[src/rtl/keypad_cmd_if.sv]
// Key-press command channel between a test sequencer (master) and the keypad
// emulator (slave).
//   cmd_valid : master offers a command
//   cmd_ready : slave can accept a command this cycle
//   cmd_key   : key code, 0x0-0x9 digits, 0xA-0xD letters, 0xE '*', 0xF '#'
//   cmd_hold  : closed-contact hold time in clk cycles (0 behaves as 1)
interface keypad_cmd_if #(
   parameter int unsigned HOLD_W = 16
);
   logic              cmd_valid;
   logic              cmd_ready;
   logic [3:0]        cmd_key;
   logic [HOLD_W-1:0] cmd_hold;

   modport master (output cmd_valid, output cmd_key, output cmd_hold, input cmd_ready);
   modport slave  (input cmd_valid, input cmd_key, input cmd_hold, output cmd_ready);
endinterface

[src/rtl/keypad_matrix_emulator.sv]
// 4x4 matrix keypad emulator: responder end of a column-scan / row-sense
// keypad interface. Accepts key-press commands and pulls the matching row
// low while the emulated contact is closed and its column is driven low.
//
// Ports:
//   clk         : system clock, rising edge
//   reset       : asynchronous, active-low reset
//   cmd         : key-press command channel (slave side of keypad_cmd_if)
//   col         : column drive from the scanner, active-low
//   line        : row sense back to the scanner, active-low, idle 4'b1111
//   busy        : a command is in progress
//   done        : one-cycle pulse on the last cycle of a command
//   press_count : completed presses, wraps 255 -> 0
//
// Build option: define KEYPAD_EMU_BOUNCE_EN to add contact bounce phases on
// press and release (BOUNCE_IN / BOUNCE_OUT). Without it the flow is
// IDLE -> HOLD -> GAP with clean contact edges.
module keypad_matrix_emulator #(
   parameter int unsigned HOLD_W         = 16,
   parameter int unsigned BOUNCE_TOGGLES = 6,
   parameter int unsigned BOUNCE_PERIOD  = 4,
   parameter int unsigned GAP_CYCLES     = 64
) (
   input  logic             clk,
   input  logic             reset,
   keypad_cmd_if.slave      cmd,
   input  logic [3:0]       col,
   output logic [3:0]       line,
   output logic             busy,
   output logic             done,
   output logic [7:0]       press_count
);

   function automatic int unsigned max2(input int unsigned a, input int unsigned b);
      return (a > b) ? a : b;
   endfunction

   // One shared down-counter serves hold, gap and bounce-period timing.
   localparam int unsigned CNT_W = max2(max2(HOLD_W, $clog2(GAP_CYCLES)),
                                        max2(max2($clog2(BOUNCE_PERIOD), $clog2(BOUNCE_TOGGLES)), 1));
   localparam logic [CNT_W-1:0] CNT_ONE  = CNT_W'(1);
   localparam logic [CNT_W-1:0] GAP_LAST = CNT_W'(GAP_CYCLES - 1);

`ifdef KEYPAD_EMU_BOUNCE_EN
   localparam logic [CNT_W-1:0] PER_LAST = CNT_W'(BOUNCE_PERIOD - 1);
   localparam logic [CNT_W-1:0] TOG_LAST = CNT_W'(BOUNCE_TOGGLES - 1);

   typedef enum logic [2:0] {
      S_IDLE, S_BOUNCE_IN, S_HOLD, S_BOUNCE_OUT, S_GAP
   } state_t;
`else
   typedef enum logic [1:0] {
      S_IDLE, S_HOLD, S_GAP
   } state_t;
`endif

   state_t           state;
   logic             contact;
   logic [1:0]       key_row;
   logic [1:0]       key_col;
   logic [CNT_W-1:0] cnt;
`ifdef KEYPAD_EMU_BOUNCE_EN
   logic [CNT_W-1:0]  tog;
   logic [HOLD_W-1:0] hold_q;
`endif

   // Key code -> {row, col} position on the 4x4 matrix.
   function automatic logic [3:0] key_pos(input logic [3:0] k);
      logic [3:0] p;
      case (k)
         4'h1: p = 4'b00_00;
         4'h2: p = 4'b00_01;
         4'h3: p = 4'b00_10;
         4'hA: p = 4'b00_11;
         4'h4: p = 4'b01_00;
         4'h5: p = 4'b01_01;
         4'h6: p = 4'b01_10;
         4'hB: p = 4'b01_11;
         4'h7: p = 4'b10_00;
         4'h8: p = 4'b10_01;
         4'h9: p = 4'b10_10;
         4'hC: p = 4'b10_11;
         4'hE: p = 4'b11_00;
         4'h0: p = 4'b11_01;
         4'hF: p = 4'b11_10;
         default: p = 4'b11_11;   // 0xD
      endcase
      return p;
   endfunction

   // Hold counter preload: a zero hold still closes the contact for one cycle.
   function automatic logic [CNT_W-1:0] hold_init(input logic [HOLD_W-1:0] h);
      return (h == '0) ? '0 : CNT_W'(h - HOLD_W'(1));
   endfunction

   // Row sense: only the column matching the held key can pull its row low.
   always_comb begin
      line = 4'b1111;
      if (contact && !col[key_col])
         line[key_row] = 1'b0;
   end

   // Press sequencer with registered contact and status outputs.
   always_ff @(posedge clk or negedge reset) begin
      if (!reset) begin
         state         <= S_IDLE;
         contact       <= 1'b0;
         key_row       <= 2'd0;
         key_col       <= 2'd0;
         cnt           <= '0;
         busy          <= 1'b0;
         done          <= 1'b0;
         press_count   <= 8'd0;
         cmd.cmd_ready <= 1'b1;
`ifdef KEYPAD_EMU_BOUNCE_EN
         tog           <= '0;
         hold_q        <= '0;
`endif
      end else begin
         done <= 1'b0;
         case (state)
            S_IDLE: begin
               contact <= 1'b0;
               if (cmd.cmd_valid) begin
                  {key_row, key_col} <= key_pos(cmd.cmd_key);
                  contact            <= 1'b1;
                  busy               <= 1'b1;
                  cmd.cmd_ready      <= 1'b0;
`ifdef KEYPAD_EMU_BOUNCE_EN
                  hold_q             <= cmd.cmd_hold;
                  cnt                <= PER_LAST;
                  tog                <= TOG_LAST;
                  state              <= S_BOUNCE_IN;
`else
                  cnt                <= hold_init(cmd.cmd_hold);
                  state              <= S_HOLD;
`endif
               end
            end

`ifdef KEYPAD_EMU_BOUNCE_EN
            // Contact starts closed and flips each period; the last segment is open.
            S_BOUNCE_IN: begin
               if (cnt == '0) begin
                  if (tog == '0) begin
                     contact <= 1'b1;
                     cnt     <= hold_init(hold_q);
                     state   <= S_HOLD;
                  end else begin
                     contact <= ~contact;
                     tog     <= tog - CNT_ONE;
                     cnt     <= PER_LAST;
                  end
               end else begin
                  cnt <= cnt - CNT_ONE;
               end
            end
`endif

            S_HOLD: begin
               if (cnt == '0) begin
                  contact <= 1'b0;
`ifdef KEYPAD_EMU_BOUNCE_EN
                  cnt     <= PER_LAST;
                  tog     <= TOG_LAST;
                  state   <= S_BOUNCE_OUT;
`else
                  cnt     <= GAP_LAST;
                  state   <= S_GAP;
                  if (GAP_CYCLES == 1) begin
                     done        <= 1'b1;
                     press_count <= press_count + 8'd1;
                  end
`endif
               end else begin
                  cnt <= cnt - CNT_ONE;
               end
            end

`ifdef KEYPAD_EMU_BOUNCE_EN
            // Contact starts open and flips each period; the last segment is closed.
            S_BOUNCE_OUT: begin
               if (cnt == '0) begin
                  if (tog == '0) begin
                     contact <= 1'b0;
                     cnt     <= GAP_LAST;
                     state   <= S_GAP;
                     if (GAP_CYCLES == 1) begin
                        done        <= 1'b1;
                        press_count <= press_count + 8'd1;
                     end
                  end else begin
                     contact <= ~contact;
                     tog     <= tog - CNT_ONE;
                     cnt     <= PER_LAST;
                  end
               end else begin
                  cnt <= cnt - CNT_ONE;
               end
            end
`endif

            // done is raised while entering the final gap cycle so it lines up with it.
            S_GAP: begin
               contact <= 1'b0;
               if (cnt == '0) begin
                  busy          <= 1'b0;
                  cmd.cmd_ready <= 1'b1;
                  state         <= S_IDLE;
               end else begin
                  cnt <= cnt - CNT_ONE;
                  if (cnt == CNT_ONE) begin
                     done        <= 1'b1;
                     press_count <= press_count + 8'd1;
                  end
               end
            end

            default: begin
               contact       <= 1'b0;
               busy          <= 1'b0;
               cmd.cmd_ready <= 1'b1;
               state         <= S_IDLE;
            end
         endcase
      end
   end

endmodule

[src/flat_wrapper.sv]
// flat-port wrapper written by rule: the top's interface ports become plain ports
module keypad_matrix_emulator_flat 
#(
   parameter int unsigned HOLD_W         = 16,
   parameter int unsigned BOUNCE_TOGGLES = 6,
   parameter int unsigned BOUNCE_PERIOD  = 4,
   parameter int unsigned GAP_CYCLES     = 64
)
  (clk, reset, col, line, busy, done, press_count, cmd_cmd_valid, cmd_cmd_key, cmd_cmd_hold, cmd_cmd_ready);
  keypad_cmd_if #(.HOLD_W(HOLD_W)) cmd_i ();
  input  logic clk;
  input  logic reset;
  input  logic [3:0] col;
  output logic [3:0] line;
  output logic busy;
  output logic done;
  output logic [7:0] press_count;
  input wire logic [$bits(cmd_i.cmd_valid)-1:0] cmd_cmd_valid;
  input wire logic [$bits(cmd_i.cmd_key)-1:0] cmd_cmd_key;
  input wire logic [$bits(cmd_i.cmd_hold)-1:0] cmd_cmd_hold;
  output wire logic [$bits(cmd_i.cmd_ready)-1:0] cmd_cmd_ready;
  assign cmd_i.cmd_valid = cmd_cmd_valid;
  assign cmd_i.cmd_key = cmd_cmd_key;
  assign cmd_i.cmd_hold = cmd_cmd_hold;
  assign cmd_cmd_ready = cmd_i.cmd_ready;
  keypad_matrix_emulator #(.HOLD_W(HOLD_W), .BOUNCE_TOGGLES(BOUNCE_TOGGLES), .BOUNCE_PERIOD(BOUNCE_PERIOD), .GAP_CYCLES(GAP_CYCLES)) u_core (.clk(clk), .reset(reset), .cmd(cmd_i), .col(col), .line(line), .busy(busy), .done(done), .press_count(press_count));
endmodule
[config.mk]
export PLATFORM = sky130hd
export DESIGN_NAME = keypad_matrix_emulator_flat
export DESIGN_NICKNAME = d
export VERILOG_FILES = /design/src/rtl/keypad_cmd_if.sv /design/src/rtl/keypad_matrix_emulator.sv /design/src/flat_wrapper.sv
export SDC_FILE = /design/constraint.sdc
export NUM_CORES = 1
export LEC_CHECK = 0
export CAP_MARGIN = 20
export CORE_MARGIN = 2
export CORE_UTILIZATION = 40
export CTS_BUF_LIST = sky130_fd_sc_hd__clkbuf_4 sky130_fd_sc_hd__clkbuf_8
export DETAILED_ROUTE_END_ITERATION = 12
export SYNTH_ARGS = -nofsm -noshare
export SYNTH_HDL_FRONTEND = slang
export SYNTH_SLANG_ARGS = --single-unit
[constraint.sdc]
create_clock -name clk -period 3.7 [get_ports clk]
set_input_delay 0.74 -clock clk [delete_from_list [all_inputs] [get_ports clk]]
set_output_delay 0.74 -clock clk [all_outputs]
set_load 0.03 [all_outputs]
# ---- Word-level counts from Yosys, hierarchy flattened
# Memory sizes are Yosys's and may differ from the RTL's. A register that Yosys moved wholly into a read port is not among the register bits.
# Cells that the tools add are included.
# Widths: inputs -> output; s select.
dict set report totals {
  in_bits 27
  mem_bits_ro 64
  out_inout_bits 15
  ff_bits 30
  word_cells 62
  memories 1
}
# name words width read_ports rd_ports_with_merged_regs wr line_no
set memory_table {}
lappend memory_table {{(no name shown)} 16 4 1 1 0 keypad_matrix_emulator.sv:70} ;# case (k)
dict set report op_classes {
  reduce_logical 13
  mux 25
  eq_ne 7
  magnitude_cmp 3
  n_bitwise 3
  n_addsub 3
}
# cell count
set ops {}
lappend ops {{$mux 16} 4}
lappend ops {{$pmux 16 s3} 1}
lappend ops {{$logic_not 16->1} 2}
lappend ops {{$sub 16x1->16 const B} 2}
lappend ops {{$eq 16x1->1 const B} 1}
lappend ops {{$reduce_and 3->1} 4}
lappend ops {{$mux 1} 10}
lappend ops {{$add 8x1->8 const B} 1}
lappend ops {{$lt 2x3->1 const B} 2}
lappend ops {{$mux 2} 3}
lappend ops {{$pmux 1 s3} 2}
lappend ops {{$pmux 2 s3} 1}
lappend ops {{$mux 4} 1}
lappend ops {{$ne 2x1->1 const B} 2}
lappend ops {{$ne 2x2->1 const B} 2}
lappend ops {{$not 4->4} 1}
lappend ops {{$reduce_bool 3->1} 1}
lappend ops {{$bmux 1 s2} 1}
lappend ops {{$demux 1 s2} 1}
lappend ops {{$eq 2x1->1 const B} 1}
lappend ops {{$eq 2x2->1 const B} 1}
lappend ops {{$ge 2x1->1 const B} 1}
lappend ops {{$logic_and 1x1->1} 2}
lappend ops {{$logic_not 1->1} 2}
lappend ops {{4 further kinds} 5}

# ---- Longest topological paths before layout
# Gate-level depths: netlist (run 1).
dict set report depth {
  depth_word 6
  ltp_mapped 9
  depth_no_buf 7
}

# ---- Worst setup path before layout (run 1)
# Ideal clock, no wire load.
dict set report synth_timing {
  path_kind {input -> output}
  startpoint {input port col[3]}
  endpoint {output port line[0]}
  cell_stages 4
  arrival_time_ps 1727
  required_ps 2960
  slack_ps 1233
  cell_sequence {mux4_2 > nor2b_1 > nor2b_1 > nand2b_1}
}
dict set report synth_via {
  elab_chain_len 5
}
# item line_no
set synth_rtl {}
lappend synth_rtl {{from (decl)} flat_wrapper.sv:13} ;# input logic [3:0] col;
lappend synth_rtl {{$bmux 1 s2} keypad_matrix_emulator.sv:99} ;# if (contact && !col[key_col])
lappend synth_rtl {{$mux 1 (not written as such)} keypad_matrix_emulator.sv:99}
lappend synth_rtl {{$logic_not 1->1} keypad_matrix_emulator.sv:99}
lappend synth_rtl {{$logic_and 1x1->1} keypad_matrix_emulator.sv:99}
lappend synth_rtl {{$mux 4} keypad_matrix_emulator.sv:99}
lappend synth_rtl {{to (decl)} flat_wrapper.sv:14} ;# output logic [3:0] line;
# Every way passes these cells. The select of a mux whose other input is x is not followed.

# ---- Final worst setup path (run 1)
dict set report layout_timing {
  startpoint {input port col[2]}
  endpoint {output port line[1]}
}
# The elaborated chain is that of the path after synthesis.

==> results.yml, run 1 <==
outcome:
  status: "finished clean"
routing:
  drtAntennaViolNets: 0
  drt_iter0_markers: 129
  routed_wl_um: 6349
  first_pass_iters: 4
  wire_per_inst_um: 15.75
  via_count: 2363
  drcViolationCount: 0
  viasPerCell: 5.864
yosys:
  synth_adder_area_share_pct: 4.356
  yosys-top-cells-area: "dfrtp_1 (33%), o21ai_0 (4.4%), ha_1 (4.0%), xnor2_1 (3.5%), xor2_1 (3.5%)"
  synth_ff_type: "dfrtp_1"
  ys_async_sr_fraction_pct: 100.0
  synth_top_family_by_area: "simple AND/OR/NAND/NOR gates"
  synthesis.nets: 321
  synth_commonest_cells: "dfrtp_1 (33), o21ai_0 (22), nor2_1 (20)"
  synth-simple-area-share_pct: 30.74
  synth-xor-area-share_pct: 6.931
  synth_edf_count: 0
  synthCells: 286
  synth_top_cell_area_share_pct: 32.67
  yosysMostFrequentCell: "dfrtp_1"
  mappedNetlistArea_sq_um: 2527
  ys_warn_count: 0
  ys_types: 62
  synth_area_leader_cell: "dfrtp_1"
  seq_area_frac_synth_pct: 33.71
  synth_seq_cells: 34
  synth_compound_area_share_pct: 19.16
  synth_mux_area_share_pct: 1.337
  synth_area_per_cell_sq_um: 8.837
clock_network:
  clk_latency_ns: 0.29
  ctsHoldBuffers: 0
  clkTransAtPathRegs_ns: 0.07
  cts-root-buf: "clkbuf_8"
  postCtsResizedCells: 0
  cts-buffers-inserted: 5
  numClockSinks: 34
  cts_tree: "built"
  post_cts_buffers: 0
  clockBufferDepth: 2
  htreeDepth: 2
hold_path:
  hold_path.class: "flip-flop to flip-flop"
timing:
  setup_viol: 0
  maxSlewHeadroom_pct: 56.46
  hold_slack_ns: 0.4704
  slew_violations: 0
  fin_crit_sh_pct: 90.94
  fin_worst_skew_ns: 0.01053
  fmax_mhz: 297.2
  tightest_slew_ns: 0.6488
  finalHoldViolations: 0
  post-route-min-period_ns: 3.365
  rsz0062_at_grt: "no"
  tns_ns: 0
placed_design:
  dp_cells: 395
  dp_hpwl_um: 4807
  dpl_cell_area_sq_um: 3004
  globalplace.congestion: 0.8603
  io_buffers: 41
floorplanning:
  rows: 28
  dieWidth_um: 83.49
  die_area_sq_um: 6971
  start_util_pct: 41.94
  die-height_um: 83.49
  io_pins: 42
  core_sq_um: 6026
worst_setup_path:
  max_stage_delay_ns: 0.59
  crit_fanout: 3
  timing.rr.end: "u_core.cnt[7]$_DFFE_PN0P_"
  cp_data_required_time_ns: 2.96
  critPathCaptureType: "output port"
  r2r_cells: 7
  crit_arrival_ns: 2.62
  crit_type: "input port to output port"
  r2r-start: "u_core.state[0]$_DFFE_PN0P_"
  endpoint: "line[1]"
  startpoint_type: "input port"
  path_cells: "clkdlybuf4s50_1, mux4_2, nor2b_1, nor2b_1, nand2_1, clkdlybuf4s50_1"
  slowest_stage: "clkdlybuf4s50_1"
  critPathLaunch: "col[2]"
  rrSetupSlack_ns: 1.20
grt:
  grt_max_degree: 35
  track_usage_pct: 18.78
  grt_pass1_vias: 2297
  grt_overflow: 0
  grt_pass1_wl_um: 11000
  antenna_found_initial: 0
flow_run:
  drv_cap: 0
cells_and_area:
  num_antenna_cells: 0
  drive_above_1_share_pct: 8.841
  area_growth_syn_to_layout_pct: 24.31
  final_cells: 403
  stdcell_area_sq_um: 3142
  nets: 362
pwr:
  peakVddDrop_mv: 0.2884
  power_density_nw_per_um2: 630.3
  power_w: 0.001980
  leakage_nw: 1.233
==> cell families (layout without fill, tap and decap cells) <==
kind of cell,Yosys count,count (layout)
xor+xnor,20,20
buf+inv,22,64
flops,34,34
mux,2,2
simple gates,126,126
fa+ha+maj,9,9
compound gates,73,73
==> placed cells by master, fill, tap and decap left out, types with 2 or more instances in the layout <==
| cell | count |
|---|---|
| nor4_4 | 3 |
| a211o_1 | 2 |
| nand2_1 | 19 |
| nor4b_1 | 4 |
| nor3_1 | 17 |
| nand4_1 | 13 |
| a31oi_1 | 4 |
| nor3b_1 | 2 |
| and4_1 | 2 |
| or3_1 | 4 |
| inv_1 | 12 |
| nand2b_1 | 2 |
| o32ai_1 | 4 |
| clkbuf_8 | 5 |
| o31ai_1 | 2 |
| nor2b_1 | 7 |
| xor2_1 | 10 |
| or4_4 | 2 |
| dfrtp_1 | 33 |
| xnor2_1 | 10 |
| and2_1 | 4 |
| a2bb2oi_1 | 4 |
| or4_1 | 2 |
| o22ai_1 | 3 |
| ha_1 | 8 |
| nor4_1 | 4 |
| bufinv_16 | 2 |
| a22o_1 | 6 |
| buf_4 | 3 |
| nand3_1 | 9 |
| clkdlybuf4s50_1 | 41 |
| nor2_1 | 20 |
| nand3b_1 | 2 |
| a21oi_1 | 13 |
| o21ai_0 | 22 |
==> worst max-delay path: cells and delay by family <==
kind | cells | cell delay, ns
buf+inv | 2 | 0.99
mux | 1 | 0.46
simple gates | 3 | 0.44
==> registers in the layout, summed over array words and instances, names as in the netlist <==
register,count
u_core.cnt,16
u_core.press_count,8
u_core.key_col,2
u_core.key_row,2
u_core.state,2
u_core.busy,1
u_core.cmd.cmd_ready,1
u_core.contact,1
u_core.done,1
==> how the worst min path moves through the flow <==
stage                                           start                                end  slack, ns  cells past startpoint
detailed placement  u_core.press_count[7]$_DFFE_PN0P_  u_core.press_count[7]$_DFFE_PN0P_       0.47                      1
global placement    u_core.press_count[7]$_DFFE_PN0P_  u_core.press_count[7]$_DFFE_PN0P_       0.46                      1
global route        u_core.press_count[7]$_DFFE_PN0P_  u_core.press_count[7]$_DFFE_PN0P_       0.51                      1
CTS                 u_core.press_count[7]$_DFFE_PN0P_  u_core.press_count[7]$_DFFE_PN0P_       0.48                      1
floorplan                                       reset            u_core.busy$_DFFE_PN0P_       0.44                      0
finish              u_core.press_count[7]$_DFFE_PN0P_  u_core.press_count[7]$_DFFE_PN0P_       0.47                      1
==> power by group <==
| group | switching, W | internal, W |
|---|---|---|
| Sequential | 0.000179 | 0.000498 |
| Clock | 0.000151 | 0.000270 |
| Combinational | 0.000496 | 0.000387 |
| Total | 0.000825 | 0.00115 |
==> area by class of cell <==
cell class | instances | area [sq um]
inverter | 12 | 45.04
tap | 75 | 93.84
sequential | 34 | 852.1
fill | 581 | 2884
multi-input combinational | 230 | 1580
clock inverter | 3 | 68.82
timing repair buffer | 44 | 432.9
clock buffer | 5 | 68.82
==> metal layers <==
metal	part of all wire, %	track usage (%)	up-vias
met5	0	0	-
li1	-	-	1166
met3	4.3	2.868	6
met4	0.76	4.692	0
met2	48	31.16	56
met1	47	25.79	1135
==> stage by stage <==
| step | setup slack, ns | util, % |
|---|---|---|
| 2_1_floorplan | 1.233 | - |
| 3_3_place_gp | 0.3282 | 49.85 |
| 3_5_place_dp | 0.3185 | 49.85 |
| 4_1_cts | 0.3195 | 52.14 |
| 5_1_grt | 0.2020 | 52.14 |
| 6_report | 0.3354 | 52.14 |
(Power assumes the default switching activity.)
==> run 2: changes to the inputs <==
--- a/constraint.sdc
+++ b/constraint.sdc
@@ -3,2 +3,2 @@
 set_output_delay 0.74 -clock clk [all_outputs]
-set_load 0.03 [all_outputs]
+set_load 0.1 [all_outputs]
==> results.yml, run 2 (synthesis results as in run 1) <==
outcome:
  status: "finished clean"
worst_setup_path:
  path_cells: "clkdlybuf4s50_1, mux4_2, nor2b_1, nor2b_1, nand2_1, buf_4"
  crit_arrival_ns: 2.27
  crit_family: "buffers and inverters"
  crit_path_frequent_cell: "nor2b_1"
  critical_path_buf_inv_count: 2
  crit_fanout: 3
  slowest_stage: "mux4_2"
  max_stage_delay_ns: 0.46
  critPathCaptureType: "output port"
  cp_data_required_time_ns: 2.96
  crit_type: "input port to output port"
  startpoint_type: "input port"
clock_network:
  ctsHoldBuffers: 0
  cts-root-buf: "clkbuf_8"
  cts_tree: "built"
  postCtsResizedCells: 0
  clk_latency_ns: 0.29
  clockBufferDepth: 2
  cts-buffers-inserted: 5
  post_cts_buffers: 0
  clkTransAtPathRegs_ns: 0.07
  htreeDepth: 2
  numClockSinks: 34
routing:
  viasPerCell: 5.808
  first_pass_iters: 4
  drt_iter0_markers: 129
  drtAntennaViolNets: 0
  via_count: 2335
  drcViolationCount: 0
  wire_per_inst_um: 15.49
  routed_wl_um: 6226
pwr:
  pwr-share-seq_pct: 34.8
  leakage_nw: 1.211
  switching_share_pct: 46.48
  power_density_nw_per_um2: 628.9
  p_int_w: 0.001037
  power_switching_w: 0.0009008
  p_comb_share_pct: 50.0
  clkPwrFrac_pct: 15.2
  peakVddDrop_mv: 0.2809
timing:
  tns_ns: 0
  tightest_slew_ns: 0.9653
  maxSlewHeadroom_pct: 35.44
  fin_crit_sh_pct: 81.33
  slew_violations: 0
  setup_viol: 0
  fmax_mhz: 332.3
  post-route-min-period_ns: 3.009
  finalHoldViolations: 0
  fin_worst_skew_ns: 0.004959
  rsz0062_at_grt: "no"
grt:
  grt_max_degree: 35
  track_usage_pct: 18.54
  grt_pass1_vias: 2168
  antenna_found_initial: 0
  grt_pass1_wl_um: 10760
  grt_overflow: 0
flow_run:
  drv_cap: 0
cells_and_area:
  largest_reg_flops: 16
  utilization_pct: 51.14
  largest_register: "u_core.cnt"
  mostFrequentLayoutCells: "clkdlybuf4s50_1 (37), dfrtp_1 (33), o21ai_0 (22)"
  nets: 361
  num_antenna_cells: 0
  drive_above_1_share_pct: 9.786
  top_regs: "u_core.cnt: 16 flops, u_core.press_count: 8 flops"
  stdcell_area_sq_um: 3082
  n_fill_cell: 575
  area_growth_syn_to_layout_pct: 21.93
  mostFrequentLayoutCell: "clkdlybuf4s50_1"
placed_design:
  dpl_cell_area_sq_um: 2987
  dp_hpwl_um: 4746
  io_buffers: 41
  globalplace.congestion: 0.8604
floorplanning:
  rows: 28
  start_util_pct: 41.94
  core_sq_um: 6026
  die_area_sq_um: 6971
  io_pins: 42
  dieWidth_um: 83.49
  die-height_um: 83.49
hold_path:
  hold_path.class: "flip-flop to flip-flop"
## run 2: area by class of cell
class	instances	area, sq um	area share (%)
Tap cell	75	93.84	3.045
Inverter	12	45.04	1.462
Timing Repair Buffer	43	415.4	13.48
Sequential cell	34	852.1	27.65
Clock inverter	1	5.005	0.1624
Multi-Input combinational cell	230	1580	51.28
Clock buffer	7	90.09	2.923
## run 2: stage by stage
stage          setup WS [ns]  total power, W  hold WS, ns  std cells
6_report              0.6908        0.001938       0.4721        402
5_1_grt               0.5821        0.002090       0.5077        402
4_1_cts               0.6784        0.001951       0.4845        402
3_5_place_dp          0.6784        0.001648       0.4744        394
3_3_place_gp          0.6941        0.001643       0.4609        394
2_1_floorplan         0.8523        0.001405       0.4444        286
## run 2: path summary, 6_finish.rpt
check                                                  start                                 to  slack (ns)  cells past startpoint
max in group asynchronous                              reset   u_core.cmd.cmd_ready$_DFFE_PN1P_        2.49                      2
min in group asynchronous                              reset          u_core.cnt[1]$_DFFE_PN0P_        0.87                      2
max                                                   col[3]                            line[1]        0.69                      6
max reg2reg                      u_core.state[0]$_DFFE_PN0P_          u_core.cnt[7]$_DFFE_PN0P_        1.27                      7
min reg2reg                u_core.press_count[7]$_DFFE_PN0P_  u_core.press_count[7]$_DFFE_PN0P_        0.47                      1
min                        u_core.press_count[7]$_DFFE_PN0P_  u_core.press_count[7]$_DFFE_PN0P_        0.47                      1
## run 2: power by group through the flow
stage | Clock, W | Sequential [W] | Combinational (W)
CTS | 0.000307 | 0.000674 | 0.000970
global route | 0.000321 | 0.000703 | 0.00107
detailed placement | 0 | 0.000681 | 0.000967
floorplan | 0 | 0.000686 | 0.000719
finish | 0.000295 | 0.000674 | 0.000969
global placement | 0 | 0.000677 | 0.000965
## run 2: worst reg2reg max path, cell delays in order (launching register included)
cell	delay, ns
dfrtp_1	0.40
inv_1	0.11
ha_1	0.32
nor4b_1	0.38
nand4_1	0.24
nand2_1	0.43
nor2_1	0.13
a221o_1	0.30
## run 2: metal layers
metal | share of wire (%) | vias up | track usage [%]
met5 | 0 | - | 0
met4 | 0.93 | 0 | 4.106
met3 | 4.7 | 6 | 3.264
met2 | 47 | 63 | 31.45
met1 | 47 | 1109 | 24.80
li1 | - | 1157 | -
==> run 3: changes to the inputs <==
- PLACE_DENSITY: not set -> 0.65
- clock period: 3.7 -> 2.7 ns (I/O delays scaled with it)
==> results.yml, run 3 (synthesis results as in run 1) <==
timing:
  slew_violations: 0
  rsz0062_at_grt: "no"
  fin_crit_sh_pct: 95.45
  post-route-min-period_ns: 2.577
  tightest_slew_ns: 0.6496
  tns_ns: 0
  fmax_mhz: 388.0
  setup_viol: 0
  fin_worst_skew_ns: 0.008412
  finalHoldViolations: 0
  maxSlewHeadroom_pct: 56.40
grt:
  grt_pass1_vias: 2214
  grt_overflow: 0
  grt_pass1_wl_um: 10520
  track_usage_pct: 18.01
  grt_max_degree: 35
  antenna_found_initial: 0
placed_design:
  dp_hpwl_um: 4681
  globalplace.congestion: 0.8246
  io_buffers: 41
worst_setup_path:
  r2r-start: "u_core.cnt[1]$_DFFE_PN0P_"
  crit_type: "input port to output port"
  rrSetupSlack_ns: 0.36
  crit_family: "buffers and inverters"
  path_cells: "clkdlybuf4s50_1, mux4_2, nor2b_2, nor2b_1, nand2_1, buf_12"
  cp_data_required_time_ns: 2.16
  critPathCaptureType: "output port"
  max_stage_delay_ns: 0.48
  critical_path_buf_inv_count: 2
  startpoint_type: "input port"
  timing.rr.end: "u_core.cnt[7]$_DFFE_PN0P_"
  r2r_cells: 7
  slowest_stage: "mux4_2"
  crit_fanout: 3
  crit_arrival_ns: 2.04
routing:
  routed_wl_um: 6143
  first_pass_iters: 4
  drtAntennaViolNets: 0
  via_count: 2401
  viasPerCell: 5.828
  drt_iter0_markers: 90
  drcViolationCount: 0
  wire_per_inst_um: 14.91
pwr:
  peakVddDrop_mv: 0.6443
  leakage_nw: 1.306
  power_w: 0.002709
  power_density_nw_per_um2: 852.5
clock_network:
  clk_latency_ns: 0.28
  htreeDepth: 2
  cts_tree: "built"
  clockBufferDepth: 2
  numClockSinks: 34
  cts-buffers-inserted: 5
  cts-root-buf: "clkbuf_8"
  clkTransAtPathRegs_ns: 0.06
hold_path:
  hold_path.class: "flip-flop to flip-flop"
  hold_path_depth: 1
  holdPathEnd: "u_core.press_count[7]$_DFFE_PN0P_"
  hold_path.startpoint: "u_core.press_count[7]$_DFFE_PN0P_"
floorplanning:
  dieWidth_um: 83.49
  rows: 28
  die-height_um: 83.49
  core_sq_um: 6026
  io_pins: 42
  start_util_pct: 41.94
  die_area_sq_um: 6971
cells_and_area:
  area_growth_syn_to_layout_pct: 25.74
  utilization_pct: 52.74
  largest_reg_flops: 16
  top_regs: "u_core.cnt: 16 flops, u_core.press_count: 8 flops"
  mostFrequentLayoutCells: "dfrtp_1 (33), clkdlybuf4s50_1 (26), buf_4 (23)"
  num_antenna_cells: 0
  largest_register: "u_core.cnt"
  mostFrequentLayoutCell: "dfrtp_1"
  drive_above_1_share_pct: 16.02
  nets: 371
flow_run:
  drv_cap: 0
outcome:
  status: "finished clean"
## run 3: changes by cell type in the layout (fill, tap and decap cells not counted)
cell	change
buf_4	+17
clkdlybuf4s50_1	-11
clkbuf_8	-1
nor2b_2	+1
nor2b_1	-1
buf_12	+4
clkinv_2	-1
clkbuf_4	+2
## run 3: layout make-up
cell class	count	area [sq um]
tap	75	93.84
fill	590	2848
clock buffer	8	91.34
inverter	12	45.04
timing repair buffer	53	513.0
sequential	34	852.1
multi-input combinational	230	1583
## run 3: how the worst max path moves through the flow
stage / startpoint / endpoint / slack [ns] / cells after the start
6_report: col[3] / line[1] / 0.12 / 6
5_1_grt: col[3] / line[0] / 0.05 / 6
4_1_cts: col[2] / line[1] / 0.08 / 6
3_5_place_dp: col[2] / line[1] / 0.08 / 6
3_3_place_gp: col[3] / line[0] / 0.1 / 6
2_1_floorplan: col[3] / line[3] / 0.25 / 3
## run 3: per-layer routing
layer / wire length, um / vias up / GRT usage, % / part of all wire (%)
met2: 2859 / 67 / 28.96 / 47
li1: - / 1181 / - / -
met3: 265 / 9 / 2.967 / 4.3
met4: 74 / 0 / 6.158 / 1.2
met5: 0 / - / 0 / 0
met1: 2943 / 1144 / 24.67 / 48
## run 3: per-stage QoR
step | std cells | setup WS, ns | area, sq um | hold slack, ns
2_1_floorplan | 286 | 0.2523 | 2527 | 0.2444
6_report | 412 | 0.1230 | 3178 | 0.4725
3_5_place_dp | 404 | 0.07977 | 3084 | 0.4644
3_3_place_gp | 404 | 0.09978 | 3084 | 0.4610
4_1_cts | 412 | 0.08063 | 3176 | 0.4771
5_1_grt | 412 | 0.05130 | 3178 | 0.4824
## run 3: where the power goes
group | internal, W | total, W | switching, W | leakage (nW)
Sequential | 0.000683 | 0.000930 | 0.000247 | 0.437
Clock | 0.000213 | 0.000392 | 0.000178 | 0.0498
Combinational | 0.000568 | 0.00139 | 0.000820 | 0.819
## run 3: timing repair
item,CTS,global route
setup endpoints to repair,0,2
hold buffers,0,0
setup buffers,0,0
resized for setup,0,1
## run 3: worst reg2reg max path, delay by kind of cell, from the launching register on
kind	cells	cell delay [ns]
compound gates	3	0.75
fa+ha+maj	1	0.31
buf+inv	1	0.11
simple gates	2	0.65
flops	1	0.40
